<file path="config.mk">
export PLATFORM = sky130hd
export DESIGN_NAME = fetch_queue
export DESIGN_NICKNAME = d
export VERILOG_FILES = /design/src/rtl/fetch_queue.sv
export SDC_FILE = /design/constraint.sdc
export NUM_CORES = 1
export LEC_CHECK = 0
export CAP_MARGIN = 40
export CORE_MARGIN = 10
export CORE_UTILIZATION = 57
export CTS_CLUSTER_DIAMETER = 30
export DETAILED_ROUTE_END_ITERATION = 6
export HOLD_SLACK_MARGIN = 0.15
export PLACE_DENSITY = 0.8
export SYNTH_ARGS = -nofsm -noshare
export SYNTH_HDL_FRONTEND = slang
export SYNTH_SLANG_ARGS = --single-unit
</file>
<file path="constraint.sdc">
create_clock -name clk -period 2.9 [get_ports clk]
set_input_delay 0.58 -clock clk [delete_from_list [all_inputs] [get_ports clk]]
set_output_delay 0.58 -clock clk [all_outputs]
set_load 0.005 [all_outputs]
</file>
<file path="src/rtl/fetch_queue.sv">
// fetch_queue: instruction fetch queue between the PC/IF stage and IF/ID.
// Issues reads to a one-cycle-latency instruction SRAM and buffers up to
// DEPTH fetched instructions with their PCs. Decode sees a valid/ready head
// entry, so decode stalls never freeze the SRAM request path. A redirect
// flushes the queue and restarts fetch. A misaligned fetch address becomes
// an AdEL entry and halts fetch until the next redirect.
//
// Ports:
//   clk             system clock, rising edge
//   reset           asynchronous active-low reset
//   redirect        flush queue, restart fetch at redirect_pc
//   redirect_pc     new fetch address, sampled while redirect=1
//   inst_sram_en    SRAM read request this cycle
//   inst_sram_addr  SRAM read address
//   inst_sram_rdata SRAM read data, valid the cycle after the request
//   out_valid       head entry valid
//   out_ready       decode accepts the head entry
//   out_inst        head instruction (0 for an AdEL entry)
//   out_pc          head PC
//   out_adel        head entry is an instruction-fetch address error
//   count           current occupancy
module fetch_queue #(
    parameter int                DEPTH    = 4,
    parameter int                ADDR_W   = 32,
    parameter int                DATA_W   = 32,
    parameter logic [ADDR_W-1:0] RESET_PC = ADDR_W'(32'hBFC00000)
) (
    input  logic                     clk,
    input  logic                     reset,
    input  logic                     redirect,
    input  logic [ADDR_W-1:0]        redirect_pc,
    output logic                     inst_sram_en,
    output logic [ADDR_W-1:0]        inst_sram_addr,
    input  logic [DATA_W-1:0]        inst_sram_rdata,
    output logic                     out_valid,
    input  logic                     out_ready,
    output logic [DATA_W-1:0]        out_inst,
    output logic [ADDR_W-1:0]        out_pc,
    output logic                     out_adel,
    output logic [$clog2(DEPTH):0]   count
);

    localparam int              PW      = $clog2(DEPTH);
    localparam int              CW      = PW + 1;
    localparam logic [CW:0]     DEPTH_C = (CW+1)'(DEPTH);

    logic [DATA_W-1:0] mem_inst [DEPTH];
    logic [ADDR_W-1:0] mem_pc   [DEPTH];
    logic [DEPTH-1:0]  mem_adel;

    logic [PW-1:0]     wr_ptr, rd_ptr, wr_idx;
    logic [ADDR_W-1:0] fetch_pc, inflight_pc, req_pc;
    logic              inflight, halted;

    logic              aligned, credit_ok, can_fetch, issue;
    logic              resp_push, adel_push, push, pop;
    logic [DATA_W-1:0] push_inst;
    logic [ADDR_W-1:0] push_pc;

    always_comb begin
        req_pc    = redirect ? redirect_pc : fetch_pc;
        aligned   = (req_pc[1:0] == 2'b00);
        // Entries already queued plus the one still in flight must fit;
        // a pop this cycle is not credited back until it has happened.
        credit_ok = ({1'b0, count} + (CW+1)'(inflight)) < DEPTH_C;
        can_fetch = reset & (redirect | ~halted) & (redirect | credit_ok);
        issue     = can_fetch & aligned;
        // A response arriving under a redirect belongs to the old path.
        resp_push = inflight & ~redirect;
        // The response takes the write slot; an AdEL push retries next cycle.
        adel_push = can_fetch & ~aligned & ~resp_push;
        push      = resp_push | adel_push;
        pop       = out_valid & out_ready;
        push_inst = resp_push ? inst_sram_rdata : '0;
        push_pc   = resp_push ? inflight_pc : req_pc;
        // A redirect flushes the queue, so its own push lands in slot 0.
        wr_idx    = redirect ? '0 : wr_ptr;
    end

    assign inst_sram_en   = issue;
    assign inst_sram_addr = req_pc;
    assign out_valid      = (count != '0);
    assign out_inst       = mem_inst[rd_ptr];
    assign out_pc         = mem_pc[rd_ptr];
    assign out_adel       = mem_adel[rd_ptr] & out_valid;

    always_ff @(posedge clk or negedge reset) begin
        if (!reset) begin
            fetch_pc    <= RESET_PC;
            inflight    <= 1'b0;
            inflight_pc <= '0;
            halted      <= 1'b0;
            wr_ptr      <= '0;
            rd_ptr      <= '0;
            count       <= '0;
            mem_adel    <= '0;
            for (int i = 0; i < DEPTH; i++) begin
                mem_inst[i] <= '0;
                mem_pc[i]   <= '0;
            end
        end else begin
            inflight <= issue;
            if (issue) begin
                inflight_pc <= req_pc;
                fetch_pc    <= req_pc + ADDR_W'(4);
            end
            if (push) begin
                mem_inst[wr_idx] <= push_inst;
                mem_pc[wr_idx]   <= push_pc;
                mem_adel[wr_idx] <= ~resp_push;
            end
            if (redirect) begin
                rd_ptr <= '0;
                wr_ptr <= PW'(adel_push);
                count  <= CW'(adel_push);
                halted <= adel_push;
            end else begin
                if (push) wr_ptr <= wr_ptr + PW'(1);
                if (pop)  rd_ptr <= rd_ptr + PW'(1);
                count <= count + CW'(push) - CW'(pop);
                if (adel_push) halted <= 1'b1;
            end
        end
    end

    // The credit rule must make a push into a full queue impossible.
    a_no_overflow: assert property (@(posedge clk) disable iff (!reset)
        !(push && !redirect && count == CW'(DEPTH)));

endmodule

</file>
==> key figures <==
Status
  – Status: completed

Critical path
  – Startpoint type of the worst setup path: flip-flop
  – Crit path max-delay family: buffers and inverters
  – Req. time, crit path: around 2300 ps
  – Crit Path Class: reg2out
  – Crit path from: rd_ptr[0]$_DFFE_PN0P_
  – WP buf/inv: 4
  – CP peak stage delay: ~500 ps
  – Arrival time worst endpoint: between 2000 and 2500 ps
  – Worst r2r src: count[1]$_DFF_PN0_
  – Critical-path top delay cell: dfrtp_4
  – Max FO, Critical Path: 8
  – Crit-path cells: buf_12 > clkbuf_16 > buf_4 > mux4_2 > dlygate4sd2_1
  – CP Capture Type: output port

Finish
  – Area delta synth->final: 33.13%
  – Layout cell share with drive strength beyond 1: 0.3801
  – Multi-input gate area in the final layout: a little over 0.007 mm²
  – FF+latch area: slightly above 0.008 mm²
  – Fillers: 1603
  – Util after Layout: 0.7663
  – Final #Nets: 1500
  – Filler-free cell count of the finished design: 1855

Floorplanning
  – DIE WIDTH: 187.0 µm
  – Initial Util: 0.5756
  – Die area: between 0.03 and 0.04 mm²
  – Die height: ~190 µm
  – Row count: 61
  – Core outline area: roughly 0.028 mm²
  – Ports: between 150 and 200

Global route
  – Antenna violations before repair: 2
  – First-pass GRT wire length: roughly 67 mm
  – Tot GR Track Use: 0.2356
  – GR Overflow Total: 0
  – Vias in the first global route: 11980
  – Largest net degree at the start of global routing: 172

Clock network
  – H-tree Lvls: 3
  – Root buffer cell: clkbuf_16
  – Clock buffer depth: 3
  – CTS tree: built
  – Worst-Skew Late Latency: between 500 and 600 ps
  – Clock Pin Slew Worst Setup and Hold Paths: approximately 50 ps
  – CTS Buf Count: 67
  – Clock sinks: between 300 and 400

Placement
  – Number of port buffers: around 170
  – Cells after DPL: around 1700
  – HPWL after DPL: between 20 and 30 mm
  – Gpl congestion: approximately 0.86

Power
  – Leakage power: slightly below 0.01 µW
  – VDD IR max: 0.5621 mV
  – Power density cells: 1049 mW/mm²

Drt
  – Drt wl/cell: 22.65 µm
  – Routed Antenna Nets: 0
  – Vias per inst: a little under 6
  – Total wire length: roughly 42 mm
  – 1st-pass router iterations: 5
  – # DRC: 0
  – DRT iter0 DRCs: roughly 850
  – Routed via count: 10849

STA
  – Fin crit period: 2875 ps
  – Max-slew headroom: 0.3920
  – Fin crit share: 0.9914
  – Hold Worst Slack: approximately 480 ps
  – Clk_skew: 28.01 ps
  – Final-report hold violation count: 0
  – Worst Max-Slew Pin Slew: roughly 910 ps
  – Max Slew Vio Count: 0
  – # setup viols final: 0
  – Max Clock Freq: between 300 and 400 MHz

Yosys
  – Synthesis-stage register bit count: around 330
  – Mapped Nets: around 1200
  – Post-Syn Instances: about 1200
  – Most frequent cell after synthesis: dfrtp_1
  – Synthesis warning total: 0
  – Syn_area_per_cell: between 10 and 15 µm²
  – Post-synth top flop: dfrtp_1
  – Sequential share of the synthesized area: 0.5216
  – Share of the synthesized area in the top cell type: 0.5067
  – Distinct cell type count after synthesis: 57
  – Top cells by count, synth: 322 x dfrtp_1, 219 x mux2_2, 77 x nand2_1
  – Number of synthesized flops with an enable pin: 0
  – Mapped Area: between 0.015 and 0.02 mm²
  – Yosys top cell by area: dfrtp_1
  – Post-synth ARST share: 1.000
  – Top cells by area, synth: dfrtp_1 51%, mux2_2 16%, mux4_2 9.2%

Run
  – Max Cap Viol: 0

Worst hold path
  – Hold Crit Class: reg2reg
  – Hold path startpoint: inflight_pc[11]$_DFFE_PN0P_
-- logic make-up after synthesis --
kind of cell | Yosys count | synth area share
compound gates | 124 | 0.05012
xor+xnor | 17 | 0.009363
fa+ha+maj | 5 | 0.004406
buf+inv | 114 | 0.03792
flops | 331 | 0.5216
mux | 356 | 0.3057
simple gates | 227 | 0.07097
-- state kept, by name, summed over array words and instances (netlist names) --
signal / count
inflight: 1
mem_adel: 4
inflight_pc: 30
fetch_pc: 32
wr_ptr: 2
halted: 1
mem_pc: 128
count: 3
rd_ptr: 2
mem_inst: 128
-- metrics by stage --
step	total power (µW)	area (µm²)	setup TNS [ps]	worst slack (ps)
floorplan	11040	15940	0	4.882
global placement	13820	18450	-261.6	-120.5
detailed placement	14130	18500	-430.6	-161.0
CTS	22180	20890	-3617	-105.4
global route	23250	21170	-167.0	-17.54
finish	22200	21170	0	25.07
-- area by class of cell --
type                            instances  area share
Antenna cell                            1   0.0001182
Clock buffer                           84     0.08646
Clock inverter                         34     0.02246
Inverter                               37    0.006560
Multi-Input combinational cell        729      0.3343
Sequential cell                       331      0.3923
Tap cell                              378     0.02234
Timing Repair Buffer                  261      0.1355
-- routing by layer --
metal  vias up  GRT usage  part of all wire
met4         2    0.09398             0.026
li1       4774          -                 -
met1      5640     0.2830              0.40
met2       345     0.4058              0.52
met5         -          0           0.00031
met3        88    0.05089             0.050
-- worst register-to-register path, stage by stage (launching register included) --
cell and delay, ps:
dfrtp_1 420, buf_4 190, or3_1 380, and2_1 240
ha_1 300, inv_1 60, ha_1 130, inv_1 50
fa_1 370, xnor2_1 140, nor2_1 50
-- timing repair --
action	4_1_cts	5_1_grt
endpoints found under the hold margin	24	0
setup buffers	1	11
setup endpoints to repair	65	53
gates cloned	1	3
gates resized for setup	12	44
pin swaps	0	0
hold buffers	1	0
-- placed cells by master (no fill, tap or decap), drive strengths merged, types with 5 or more instances in the layout --
cell type	n
dfrtp	322
mux2	261
clkdlybuf4s50	127
buf	90
clkbuf	87
nand2	77
mux4	65
nor2	53
o21ai	46
inv	40
and2	38
dlymetal6s2s	36
a21oi	35
mux2i	30
xnor2	15
nand3	14
nand4	12
clkinv	11
bufinv	10
clkinvlp	10
o31ai	9
dfstp	9
nor4	7
o31a	7
nand4b	5
-- power by group --
part           switching [µW]  total [µW]  internal, µW
Combinational            2950        6990          4040
Clock                    2460        7810          5350
Sequential               1060        7410          6350
Total                    6470       22200         15700
-- path summary, 6_finish.rpt --
path | endpoint | slack (ps) | cells after the start
min | inflight_pc[11]$_DFFE_PN0P_ | 480 | 2
max reg2reg | count[2]$_DFF_PN0_ | 450 | 10
min reg2reg | inflight_pc[11]$_DFFE_PN0P_ | 480 | 2
max in group asynchronous | inflight$_DFF_PN0_ | 1280 | 3
max | out_pc[16] | 30 | 5
min in group asynchronous | mem_pc[21]$_DFFE_PN0P_ | 490 | 2
Note: power is estimated with default switching activity, not from simulation.
